### src/rtl/count_bcd_n.sv
// Cascaded BCD up/down counter with parallel load and terminal count.
// Define COUNT_BCD_SAT_EN to saturate at the end values instead of wrapping.
module count_bcd_n #(
    parameter int DIGITS = 2
) (
    input  logic                  clk,
    input  logic                  rst,
    input  logic                  en,
    input  logic                  up,
    input  logic                  load,
    input  logic [4*DIGITS-1:0]   load_value,
    output logic [4*DIGITS-1:0]   counter_value,
    output logic                  tc
);

    logic [4*DIGITS-1:0] count;
    logic [4*DIGITS-1:0] count_step;
    logic [4*DIGITS-1:0] load_clamped;
    logic                all9;
    logic                all0;
    logic                carry;
    logic [3:0]          d;

    always_comb begin
        all9 = 1'b1;
        all0 = 1'b1;
        for (int k = 0; k < DIGITS; k++) begin
            if (count[4*k +: 4] != 4'd9) all9 = 1'b0;
            if (count[4*k +: 4] != 4'd0) all0 = 1'b0;
        end
    end

    assign tc = up ? all9 : all0;

    // Ripple the borrow/carry from digit 0 upward.
    always_comb begin
        count_step = count;
        carry      = 1'b1;
        d          = 4'd0;
        for (int k = 0; k < DIGITS; k++) begin
            d = count[4*k +: 4];
            if (carry) begin
                if (up)
                    count_step[4*k +: 4] = (d == 4'd9) ? 4'd0 : d + 4'd1;
                else
                    count_step[4*k +: 4] = (d == 4'd0) ? 4'd9 : d - 4'd1;
            end
            carry = carry & (up ? (d == 4'd9) : (d == 4'd0));
        end
`ifdef COUNT_BCD_SAT_EN
        if (tc) count_step = count;
`else
`endif
    end

    always_comb begin
        load_clamped = load_value;
        for (int k = 0; k < DIGITS; k++) begin
            if (load_value[4*k +: 4] > 4'd9) load_clamped[4*k +: 4] = 4'd9;
        end
    end

    always_ff @(posedge clk or posedge rst) begin
        if (rst)
            count <= '0;
        else if (load)
            count <= load_clamped;
        else if (en)
            count <= count_step;
    end

    assign counter_value = count;

endmodule
### config.mk
export PLATFORM = sky130hd
export DESIGN_NAME = count_bcd_n
export DESIGN_NICKNAME = d
export VERILOG_FILES = /design/src/rtl/count_bcd_n.sv
export SDC_FILE = /design/constraint.sdc
export NUM_CORES = 1
export LEC_CHECK = 0
export CORE_MARGIN = 2
export CORE_UTILIZATION = 40
export CTS_CLUSTER_DIAMETER = 100
export DETAILED_ROUTE_END_ITERATION = 16
export PLACE_DENSITY_LB_ADDON = 0.3
export SETUP_SLACK_MARGIN = 0.05
export SLEW_MARGIN = 5
export SYNTH_ARGS = -nofsm -noshare
export SYNTH_HDL_FRONTEND = slang
export SYNTH_SLANG_ARGS = --single-unit
### constraint.sdc
create_clock -name clk -period 2.3 [get_ports clk]
set_clock_uncertainty 0.1 [all_clocks]
set_input_delay 0.46 -clock clk [delete_from_list [all_inputs] [get_ports clk]]
set_output_delay 0.46 -clock clk [all_outputs]
set_load 0.01 [all_outputs]
After elaboration in Yosys (flattened, before gate mapping)
Cells that the tools add are included.

Input bits: 13. Word-level logic and storage cells: 36. Register bits: 8.

Muxes and demuxes: 17. Order comparisons: 2. Add/sub/neg operators: 4. Eq/ne operators: 4. Reductions and logical operators: 7.

Operator list (number): 4-bit two-way mux (9); 8-bit two-way mux (2); 4-bit by 1-bit adder with 4-bit output (second input constant) (2); 4-bit == test (second input constant) (2); 4-bit > comparator (second input constant) (2); 4-bit zero test (2); 4-bit != test (second input constant) (2); 4-bit nonzero test (2); 4-bit by 1-bit subtractor with 4-bit output (second input constant) (2); 1-bit two-way mux (6); 2-bit nonzero test (2); 2-bit AND reduction (1).

Logic depth before layout (Yosys ltp)
Depth in word-level cells: 6. Mapped depth: 5.

Worst setup path before layout
OpenSTA, ideal clock, no wires.

Path type: register to output. From: register count[4] (netlist: counter_value[4]). To: output port tc. Path buffers: 1. Arrival time: 1.584 ns. Cell stages (with the launch flop): 5. Path slack: 0.156 ns. Path through: dfrtp_1 clkbuf_8 nor4_1 nand2_1 a2111oi_0.

Word-level cells in the longest chain between the ends: 3. Elaborated cells between the ends (all ways): 5. Those cells by class: 1 x eq/ne; 3 x mux; 1 x reduce/logical.

RTL lines: from (decl) (RTL line 16) `logic [4*DIGITS-1:0] count;`; from (signal assigned) (RTL line 67) `count <= load_clamped;`; from (signal assigned) (RTL line 69) `count <= count_step;`; 4-bit != test / 4-bit nonzero test (equally long branches) (RTL line 28, 29); 1-bit two-way mux (on tied branches) (RTL line 28, 29); 1-bit two-way mux (*) (RTL line 33) `assign tc = up ? all9 : all0;`; to (decl) (RTL line 13) `output logic tc`.

Every way passes the cells marked *; elsewhere a longest branch is shown, timed or not.

Worst setup path after layout
Ends and elaborated chain as after synthesis.

==> implementation parameters <==
Parameter                              Value

Clocking
  Clock transition at the register clock pins on the worst setup and hold paths after CTS ... 0.06 ns
  Clock latency of the later-clocked register in the worst-skew pair ... 0.25 ns
  CTS H-tree depth ... 1
  TritonCTS clock tree ... yes
  Clk sinks ... 8
  Root Driver ... clkbuf_4
  Deepest clock path buffer count ... 2
  Clock buffer count from CTS ... 3

Power
  Share of total power in sequential cells ... 32.3%
  Net load switching power ... 0.0001787 W
  Total chip power ... 0.0005300 W
  Leakage power total ... 0.4225 nW
  Combinational share of power ... 47.2%
  Worst ir drop on vdd ... 305.5 uV
  Internal portion of total power ... 0.0003512 W
  Fraction of power consumed by the clock network ... 20.5%
  Fraction of power spent switching nets ... 33.72%
  Power per standard cell area ... 492.5 nW/um2

Timing
  Maximum operating frequency ... 468.0 MHz
  Setup repair after global routing missed its margin ... no
  Number of failing hold endpoints at the final stage ... 0
  Final period util ... 92.90%
  Max_slew headroom ... 65.19%
  Number of max-slew violations in the final report ... 0
  Summed negative setup slack over all endpoints ... 0 ns
  Worst Max-Slew Pin Slew ... 0.5205 ns
  Final critical path time including I/O delays and setup ... 2.137 ns
  Count of final setup violators ... 0

Detailed routing
  Detailed-route wire length ... 1.809 mm
  First DRT Iteration DRCs ... 15
  DRC violation count after routing ... 0
  Number of iterations in the first detailed-routing pass ... 4
  Total via count in the routed design ... 796
  Remaining antenna violation count after routing ... 0
  Average wire length per cell after detail routing ... 12.06 um
  Vias/cell ... 5.307

Synth
  Total number of yosys warnings ... 0
  Sequential element share of the synthesized area ... 26.53%
  Area of the mapped netlist ... 754.5 um2
  Post-synthesis average cell area ... 8.026 um2
  Synth unique cells ... 41
  Flop and latch count out of synthesis ... 8
  Synthesized instance count ... 94
  Syn Nets ... 107

Global routing
  Pin count of the biggest net entering global routing ... 19
  Number of antenna violations at the first check in global routing ... 0
  Final global-route overflow total ... 0
  Via count of the first global-routing pass ... 652
  Global-route wire length before repair ... 2.822 mm
  Gr usage total ... 17.77%

Critical path
  Reg2reg path depth ... 5
  Crit path required time ... 1.74 ns
  Critical path launch point ... counter_value[4]$_DFFE_PP0P_
  Reg2reg end ... counter_value[7]$_DFFE_PP0P_
  CP Data Arrival Time ... 1.58 ns
  Last element of the critical path ... tc
  Startpoint type of the worst setup path ... register
  Nature of the critical path endpoint ... primary output
  RR Startpoint ... counter_value[0]$_DFFE_PP0P_
  Crit Path Class ... reg -> out
  Register-to-register path setup slack ... 0.41 ns
  Worst-path fanout max ... 4

Finish
  Number of nets in the layout ... 140
  Max FFs per register ... 8
  Fraction of layout cells with a size suffix above 1 ... 22.40%
  End-of-flow core utilization ... 61.65%
  Relative area change from synthesis to final layout ... 42.62%
  Count of inserted antenna diode cells ... 0
  Final instance area ... 1076 um2
  Most common cell after layout, fill and taps aside ... clkdlybuf4s50_1
  Commonest cells after routing, fill and taps aside ... clkdlybuf4s50_1 (19), buf_4 (15), o21ai_0 (12)

Floorplanning
  Top-level I/O count ... 22
  Placeable core region ... 1745 um2
  Total die area ... 2250 um2
  Initial core utilization ... 43.23%
  Die H ... 47.43 um
  Chip width ... 47.43 um
  Core Rows ... 15

Placement
  Total placed instance area ... 1036 um2
  Count of buffers from port buffering ... 21
  Half-perimeter wire length after placement ... 1.388 mm
  Final weighted congestion in routability-driven placement ... 0.8104

Hold path
  Hold/Removal Path Class ... in -> async

Flow run
  Max_cap viols ... 0

Outcome
  Result of the run ... finished, final reports clean
[critical path, stage by stage (launching register included)]
cell and delay (ns):
dfrtp_2 0.43, nor4_2 0.27, nand2_1 0.10, a2111oi_2 0.34
buf_2 0.19
[what timing repair did]
item / in CTS / in global routing
resized for setup: 10 / 1
setup buffers: 0 / 1
setup endpoints to repair: 1 / 1
hold buffers: 0 / 0
[power groups by stage]
stage                     clock network (W)  logic [W]  registers (W)
after floorplan                           0   0.000124       0.000187
final                              0.000109   0.000250       0.000171
after global routing               0.000117   0.000274       0.000173
after detailed placement                  0   0.000242       0.000172
after CTS                          0.000113   0.000245       0.000172
after global placement                    0   0.000238       0.000172
[cell usage after synthesis, drive strengths merged]
library cell	number	area (um2)
and2	1	6.260
and3	1	6.260
o31a	1	8.760
o21ai	12	60.06
clkbuf	2	18.76
o21a	3	22.52
nor3	1	5.000
o32ai	1	8.760
mux2	1	11.26
or3	2	12.51
nand4	1	6.260
and3b	1	8.760
a21boi	2	15.01
a22o	1	8.760
o211ai	2	20.02
inv	5	18.77
nor2b	3	18.77
a2111oi	1	8.760
a211o	1	10.01
a211oi	1	7.510
dfrtp	8	200.2
xnor2	3	26.28
or2	1	6.260
a21oi	8	40.04
nor2	5	18.77
nand4b	2	17.52
xor2	2	17.52
or4	1	7.510
o21bai	1	7.510
nor4	2	12.51
nand3	1	5.000
nand3b	2	15.01
o221a	1	11.26
buf	6	46.29
or2b	1	8.760
nand2	6	22.52
o2111ai	1	8.760
[per-stage QoR]
stage               std cells  hold WS, ns  worst slack (ns)
CTS                       149       0.3590            0.1108
detailed placement        146       0.6281           -0.5082
floorplan                  94       0.1757            0.1559
global route              150       0.3889           0.06882
finish                    150       0.3535            0.1632
global placement          146       0.6156           -0.4265
[final cells by class]
type,instances,area [um2]
clock buffers,3,22.52
well taps,25,31.28
repair buffers,36,316.6
flip-flops and latches,8,201.4
multi-input cells,73,485.5
fillers,166,669.4
inverters,5,18.77
[kinds of logic (layout without fill, tap and decap cells)]
kind of cell / Yosys count / after routing / synth area share [%]
XOR/XNOR: 5 / 5 / 5.805
flip-flops: 8 / 8 / 26.53
AO/OA/AOI/OAI: 36 / 36 / 31.51
AND/OR/NAND/NOR: 31 / 31 / 23.55
multiplexers: 1 / 1 / 1.492
buffers and inverters: 13 / 44 / 11.11
[per-layer routing]
layer | GRT usage [%] | vias up | wire length, um
li1 | - | 408 | -
met1 | 26.87 | 353 | 858
met2 | 25.41 | 35 | 822
met3 | 6.038 | 0 | 128
met4 | 1.667 | 0 | 0
met5 | 0 | - | 0
[worst min path at each step]
| stage | to | slack [ns] | depth (start not counted) |
|---|---|---|---|
| after floorplan | counter_value[0]$_DFFE_PP0P_ | 0.18 | 1 |
| after global placement | counter_value[4]$_DFFE_PP0P_ | 0.62 | 2 |
| after detailed placement | counter_value[3]$_DFFE_PP0P_ | 0.63 | 3 |
| after CTS | counter_value[2]$_DFFE_PP0P_ | 0.36 | 2 |
| after global routing | counter_value[7]$_DFFE_PP0P_ | 0.39 | 2 |
| final | counter_value[2]$_DFFE_PP0P_ | 0.35 | 2 |
Note: power is estimated with default switching activity, not from simulation.
